--- config.mk ---
export PLATFORM = sky130hd
export DESIGN_NAME = boson_capture_ctrl
export DESIGN_NICKNAME = d
export VERILOG_FILES = /design/src/rtl/boson_capture_ctrl.sv
export SDC_FILE = /design/constraint.sdc
export NUM_CORES = 1
export LEC_CHECK = 0
export BUFFER_PORTS_ARGS = -buffer_cell sky130_fd_sc_hd__buf_2
export CAP_MARGIN = 25
export CORE_ASPECT_RATIO = 1.2
export CORE_MARGIN = 2
export CORE_UTILIZATION = 40
export CTS_CLUSTER_DIAMETER = 80
export CTS_CLUSTER_SIZE = 40
export DETAILED_ROUTE_END_ITERATION = 10
export PLACE_DENSITY_LB_ADDON = 0.12
export SLEW_MARGIN = 20
export SYNTH_ARGS = -nofsm -noshare
export SYNTH_HDL_FRONTEND = slang
export SYNTH_SLANG_ARGS = --single-unit
--- constraint.sdc ---
create_clock -name clk -period 4.06 [get_ports clk]
set_input_delay 0.812 -clock clk [delete_from_list [all_inputs] [get_ports clk]]
set_output_delay 0.812 -clock clk [all_outputs]
set_load 0.005 [all_outputs]
--- src/rtl/boson_capture_ctrl.sv ---
// Frame-capture sequencer: arms on request, syncs to VSYNC rising edge,
// streams frames_req frames of pixels into a linear buffer through a
// one-entry output register, and flags short frames and dropped pixels.
module boson_capture_ctrl #(
  parameter int DATA_W   = 16,
  parameter int H_ACTIVE = 640,
  parameter int V_ACTIVE = 512,
  parameter int ADDR_W   = 19
) (
  input  logic              clk,
  input  logic              reset,
  input  logic              arm,
  input  logic              abort,
  input  logic [7:0]        frames_req,
  input  logic              cam_vsync,
  input  logic              cam_valid,
  input  logic [DATA_W-1:0] cam_data,
  output logic              wr_valid,
  output logic [ADDR_W-1:0] wr_addr,
  output logic [DATA_W-1:0] wr_data,
  input  logic              wr_ready,
  output logic              busy,
  output logic              done,
  output logic [7:0]        frames_done,
  output logic              err_overflow,
  output logic              err_size
);

  localparam logic [ADDR_W-1:0] LAST = ADDR_W'(H_ACTIVE * V_ACTIVE - 1);

  typedef enum logic [1:0] {IDLE, WAIT_VS, CAPTURE, DRAIN} state_t;

  state_t            state, state_nx;
  logic              vs_q;
  logic              vs_rise, hs;
  logic [ADDR_W-1:0] pix_cnt, pix_idx;
  logic [7:0]        eff_req;
  logic              accept, start, restart, take, load, drop, frame_end, fin;

  assign vs_rise = cam_vsync & ~vs_q;
  assign hs      = wr_valid & wr_ready;
  assign busy    = (state != IDLE);

  // Next state and per-cycle strobes; abort in an active state overrides everything.
  always_comb begin
    state_nx  = state;
    accept    = 1'b0;
    start     = 1'b0;
    restart   = 1'b0;
    fin       = 1'b0;
    frame_end = 1'b0;
    pix_idx   = pix_cnt;
    case (state)
      IDLE:    if (arm && !abort) begin state_nx = WAIT_VS; accept = 1'b1; end
      WAIT_VS: if (vs_rise) begin state_nx = CAPTURE; start = 1'b1; end
      CAPTURE: if (vs_rise) restart = 1'b1;
      DRAIN:   if (!wr_valid || wr_ready) begin state_nx = IDLE; fin = 1'b1; end
      default: state_nx = IDLE;
    endcase
    // The VSYNC-rise cycle is itself pixel 0 of the (re)started frame.
    if (start || restart) pix_idx = '0;
    take = cam_valid && (start || state == CAPTURE);
    if (take && pix_idx == LAST) begin
      frame_end = 1'b1;
      state_nx  = ((frames_done + 8'd1) == eff_req) ? DRAIN : WAIT_VS;
    end
    if (abort && state != IDLE) begin
      state_nx  = IDLE;
      fin       = 1'b0;
      take      = 1'b0;
      restart   = 1'b0;
      start     = 1'b0;
      frame_end = 1'b0;
    end
    // A slot freed by a handshake this cycle can take the new pixel.
    load = take && (!wr_valid || wr_ready);
    drop = take && wr_valid && !wr_ready;
  end

  // State register.
  always_ff @(posedge clk or posedge reset) begin
    if (reset) state <= IDLE;
    else       state <= state_nx;
  end

  // VSYNC history, tracked in every state so edges are never missed.
  always_ff @(posedge clk or posedge reset) begin
    if (reset) vs_q <= 1'b0;
    else       vs_q <= cam_vsync;
  end

  // Pixel counter, frame count and sticky error flags.
  always_ff @(posedge clk or posedge reset) begin
    if (reset) begin
      pix_cnt      <= '0;
      frames_done  <= '0;
      eff_req      <= '0;
      err_overflow <= 1'b0;
      err_size     <= 1'b0;
      done         <= 1'b0;
    end else begin
      done <= fin;
      if (accept) begin
        pix_cnt      <= '0;
        frames_done  <= '0;
        err_overflow <= 1'b0;
        err_size     <= 1'b0;
        eff_req      <= (frames_req == 8'd0) ? 8'd1 : frames_req;
      end
      if (restart) err_size <= 1'b1;
      if (drop)    err_overflow <= 1'b1;
      // Dropped pixels still advance the counter so later addresses never slip.
      if (take)                  pix_cnt <= frame_end ? '0 : pix_idx + ADDR_W'(1);
      else if (start || restart) pix_cnt <= '0;
      if (frame_end) frames_done <= frames_done + 8'd1;
    end
  end

  // One-entry write register; held stable until the buffer takes it.
  always_ff @(posedge clk or posedge reset) begin
    if (reset) begin
      wr_valid <= 1'b0;
      wr_addr  <= '0;
      wr_data  <= '0;
    end else if (abort && state != IDLE) begin
      wr_valid <= 1'b0;
    end else if (load) begin
      wr_valid <= 1'b1;
      wr_addr  <= pix_idx;
      wr_data  <= cam_data;
    end else if (hs) begin
      wr_valid <= 1'b0;
    end
  end

endmodule

# Yosys cells after proc, flatten, opt, wreduce, memory -nomap -nowiden
# Index checks and enable logic that the tools add are counted.
dict set report word_totals {
  regBits 77
  inputBits 31
  wordCells 84
}
dict set report op_classes {
  addsub 2
  eq_ne 8
  mux 34
  bitwise 4
  reduce_logical 25
}
# operator n
set ops {}
lappend ops {{$mux W19} 5}
lappend ops {{$mux W8} 3}
lappend ops {{$add A19 B1 Y19 const B} 1}
lappend ops {{$eq A19 B19 Y1 const B} 1}
lappend ops {{$mux W1} 19}
lappend ops {{$mux W2} 6}
lappend ops {{$ne A4 B4 Y1 const B} 3}
lappend ops {{$add A8 B1 Y8 const B} 1}
lappend ops {{$eq A8 B8 Y1} 1}
lappend ops {{$logic_not A8 Y1} 1}
lappend ops {{$reduce_bool A2 Y1} 4}
lappend ops {{$logic_and A1 B1 Y1} 7}
lappend ops {{$pmux W2 S3} 1}
lappend ops {{$reduce_bool A3 Y1} 2}
lappend ops {{$reduce_bool A5 Y1} 1}
lappend ops {{$eq A2 B2 Y1 const B} 2}
lappend ops {{$logic_or A1 B1 Y1} 4}
lappend ops {{$reduce_and A4 Y1} 1}
lappend ops {{$logic_not A1 Y1} 3}
lappend ops {{$and A1 B1 Y1} 2}
lappend ops {{$eq A2 B1 Y1 const B} 1}
lappend ops {{$logic_not A2 Y1} 1}
lappend ops {{$not A1 Y1} 2}
lappend ops {{$reduce_and A2 Y1} 1}

# Longest topological paths before layout
dict set report logic_depth {
  depth_word 12
  mapped_depth 14
  depth_no_buf 10
}

# Worst setup path after synthesis
# OpenSTA, ideal clock, no wires.
dict set report synth_path {
  path_kind {in2reg}
  start {in cam_vsync}
  end {reg frames_done[5]}
  setup_time_ns 0.121
  arrival_time_ns 3.084
  t_required_ns 3.939
  setup_slack_ns 0.856
  stages 11
  path_buffers 2
  path_cell_list {nand2b_1 > buf_2 > or2_2 > clkbuf_1 > and2_1 > ha_1 > nand4bb_1 > or4_4 > nor4_4 > o21ai_2 > a22o_1}
}
dict set report synth_via {
  elab_chain_cells 10
  word_cells_on_any_way 14
  classes_between {eq/ne: 1; mux: 7; bitwise: 1; reduce/logical: 5}
}
# element line_no
set synth_rtl {}
lappend synth_rtl {{start: declaration} 15} ;# input logic cam_vsync,
lappend synth_rtl {{$and A1 B1 Y1 (*)} 40} ;# assign vs_rise = cam_vsync & ~vs_q;
lappend synth_rtl {{$mux W1 (*)} {55, 56}}
lappend synth_rtl {{$mux W1} 53} ;# case (state)
lappend synth_rtl {{$logic_or A1 B1 Y1 (*)} 61} ;# if (start || restart) pix_idx = '0;
lappend synth_rtl {{$mux W19 (*)} 61}
lappend synth_rtl {{via pix_idx[1]} 36} ;# logic [ADDR_W-1:0] pix_cnt, pix_idx;
lappend synth_rtl {{$eq A19 B19 Y1 (*)} 63} ;# if (take && pix_idx == LAST) begin
lappend synth_rtl {{$logic_and A1 B1 Y1 (*)} 63}
lappend synth_rtl {{$mux W1 (*)} 63}
lappend synth_rtl {{$mux W1 (*)} 67} ;# if (abort && state != IDLE) begin
lappend synth_rtl {{$mux W8 or $reduce_bool A2 Y1 (tied branches)} --}
lappend synth_rtl {{end signal: assignment} 115} ;# if (frame_end) frames_done <= frames_done + 8'd1;
lappend synth_rtl {{end: declaration} 24} ;# output logic [7:0] frames_done,
# Mark *: on every way through the listed nets, which the timed path passes. The rest lies on a longest branch.
# A chain may end at the register's enable or synchronous reset.

# Final worst setup path
dict set report layout_path {
  start {reg state[0]}
  end {reg frames_done[5]}
}
dict set report layout_via {
  elab_chain_cells 9
  word_cells_on_any_way 18
  classes_between {eq/ne: 3; mux: 7; reduce/logical: 8}
}
# element line_no
set layout_rtl {}
lappend layout_rtl {{start: declaration} 33} ;# state_t state, state_nx;
lappend layout_rtl {{start signal: assignment} 83} ;# else state <= state_nx;
lappend layout_rtl {{$eq A2 B1 Y1 or $eq A2 B2 Y1 (tied branches)} 53}
lappend layout_rtl {{$mux W1} 53}
lappend layout_rtl {{$logic_or A1 B1 Y1 (*)} 61}
lappend layout_rtl {{$mux W19 (*)} 61}
lappend layout_rtl {{via pix_idx[1]} 36}
lappend layout_rtl {{$eq A19 B19 Y1 (*)} 63}
lappend layout_rtl {{$logic_and A1 B1 Y1 (*)} 63}
lappend layout_rtl {{$mux W1 (*)} 63}
lappend layout_rtl {{$mux W1 (*)} 67}
lappend layout_rtl {{$mux W8 or $reduce_bool A2 Y1 (tied branches)} --}
# Marks and branches as above.

==> flow_summary.ini <==
[status]
status = finished, final reports clean

[timing]
fmax_mhz = 326
min_period_ns = 3.06
rsz0062_at_grt = false
setup_viol = 0
worstMarginPinSlew_ns = 0.772
relSlewSlack_pct = 48.5
hold_viol = 0
setup_tns_ns = 0
slew_violations = 0
finalCritPeriodShare_pct = 75.5
finalClockSkew_ns = 0.00931

[clocking]
root_buffer = clkbuf_16
numCtsBuffers = 9
post_cts_buffers = 0
htree_levels = 3
cts.reportedPaths.clkPinSlew_ns = 0.06
cts_tree = done
cts_sinks = 77
hold_buffers = 0
cts.path.max_buffers = 2
cts_resized = 0
clk-insertion-delay-late_ns = 0.34

[yosys]
yosys_warnings = 0
synth_area_um2 = 3940
syn_nets = 417
synthFlopType = dfrtp_1
ys_ff_latch = 77
syn-mean-instance-area_um2 = 10.2
async_flop_share_pct = 100
ys_seq_area_share_pct = 49.0
synthCells = 384
synth-edff-count = 0
yosysUniqueCellTypes = 67

[worst_setup_path]
crit_family = simple AND/OR/NAND/NOR gates
cp_max_fo = 12
critPathRequiredTime_ns = 4.28
worstSetupPathType = flop to flop
end_kind = flop
crit_buf_inv = 0
critPathSlowestCell = dfrtp_1
r2r-start = state[0]
path_cells = xnor2_4 > or2_2 > and2_1 > ha_1 > nand4bb_1 > or4_4 > nor4_4 > o21ai_2 > a22o_1
start_kind = flop
reg2reg_depth = 9
worst_path_largest_cell_delay_ns = 0.57
cp.arrival_ns = 3.29
r2r_slack_ns = 1.0
r2r_end = frames_done[5]

[grt]
gr-usage-all-layers_pct = 18.7
grt_pass1_vias = 3093
grt_pass1_wl_um = 15300
grt_overflow_total = 0
grt_max_degree = 38
antenna_found_initial = 0

[hold_path]
whs_endpoint = wr_addr[14]
worstHoldPathCells = 2
worst_hold_path_type = flop to flop
holdCritStartpoint = wr_addr[14]

[drt]
vias_per_cell = 5.44
drc_errors = 0
wl_per_cell_um = 15.8
drt_iter0_drc = 161
detail-route-antenna-nets = 0
num_vias = 3180
routed_wl_um = 9240
dr.pass1.iters = 4

[cells_and_area]
final_cell_mix = 78 x buf_2, 77 x dfrtp_1, 55 x nand2_1
multi_input_area_um2 = 1870
n_antenna_cell = 0
fill_cells = 946
fin_nets = 490
seq_area_um2 = 1930
drive_gt1_share_pct = 31.2
layout_commonest_cell = buf_2
layout.cells.non_filler = 585
syn_to_final_growth_pct = 20.0

[power]
p_leak_nw = 2.14
power_mw = 2.00
seqPwrFrac_pct = 45.3
swShare_pct = 24.3
power.density_nw_per_um2 = 424
p_int_mw = 1.52
p_clk_share_pct = 40.6
combinationalPowerShare_pct = 14.1
irDropWorstVdd_uv = 326
p_sw_mw = 0.487

[floorplan]
dieArea_um2 = 10600
io_pins = 79
die_width_um = 94.5
fp-row-count = 39
coreArea_um2 = 9560
die_h_um = 113
start_util_pct = 41.1

[run]
maxCapViolCount = 0

[placement]
placed_cells = 569
place.gp.congestion = 0.851
portBuffers = 78
dpl.hpwl_um = 6650
registers in the layout (all words and copies together), names as in the netlist:
register      count
pix_cnt          19
wr_data          16
vs_q              1
eff_req           8
err_overflow      1
wr_valid          1
wr_addr          19
done              1
state             2
err_size          1
frames_done       8
per-stage QoR:
stage               hold WS (ns)  worst slack, ns  utilization (%)  cell area [µm²]
floorplan                  0.473            0.856                -             3940
global placement           0.461            0.806             46.2             4420
detailed placement         0.468            0.738             46.2             4420
CTS                        0.484            0.998             49.4             4720
global route               0.510            0.717             49.4             4720
finish                     0.477            0.996             49.4             4720
synth_stat cells, types with 4 or more instances:
master    instances  area [µm²]
and3_1            7        43.8
xor2_1            6        52.6
inv_1             6        22.5
a31oi_1          21         131
nor4_1            6        37.5
nand2_1          55         206
clkbuf_1         11        41.3
a21oi_1          12        60.1
buf_2             8        40.0
nand4_1           5        31.3
o21ai_0          30         150
dfrtp_1          77        1930
o211ai_1          6        45.0
nand2b_1          4        25.0
mux2_2           25         282
nor3_1            6        30.0
nor2_1           10        37.5
nand3_1          16        80.1
xnor2_1           7        61.3
power groups by stage:
stage          clock (mW)  combinational [mW]  sequential, mW
6_report            0.814               0.282           0.907
2_1_floorplan           0               0.172           0.916
3_5_place_dp            0               0.287           0.923
4_1_cts             0.838               0.288           0.909
3_3_place_gp            0               0.283           0.918
5_1_grt             0.867               0.316           0.916
how the worst max path moves through the flow:
stage / to / slack [ns] / startpoint / cells after the start
after floorplan: frames_done[5] / 0.86 / cam_vsync / 11
final: frames_done[5] / 1.0 / state[0] / 9
after global routing: pix_cnt[11] / 0.72 / state[0] / 10
after CTS: frames_done[5] / 1.0 / state[0] / 9
after global placement: pix_cnt[11] / 0.81 / cam_vsync / 12
after detailed placement: pix_cnt[11] / 0.74 / cam_vsync / 12
worst register-to-register path: stages (launching register included):
cell	delay, ns
dfrtp_1	0.57
xnor2_4	0.38
or2_2	0.19
and2_1	0.15
ha_1	0.24
nand4bb_1	0.12
or4_4	0.51
nor4_4	0.41
o21ai_2	0.14
a22o_1	0.24
final cells by class:
class / instances / share of cell area [%]
Sequential cell: 77 / 40.8
Timing Repair Buffer: 85 / 9.38
Inverter: 6 / 0.477
Clock inverter: 3 / 0.927
Tap cell: 123 / 3.26
Clock buffer: 13 / 5.51
Multi-Input combinational cell: 278 / 39.7
per-layer routing:
metal	vias up	wire length, µm	global-route usage [%]
li1	1552	-	-
met1	1537	4120	24.2
met2	80	4550	30.1
met3	11	397	3.22
met4	0	177	9.28
met5	-	0	0
logic make-up after synthesis:
group	count (synthesis)	share of synthesized area, %
compound gates	96	16.8
buf+inv	29	3.50
fa+ha+maj	2	0.636
mux	26	7.41
xor+xnor	14	3.59
flops	77	49.0
simple gates	140	19.1
No activity file was read; power rests on OpenSTA's default activity.
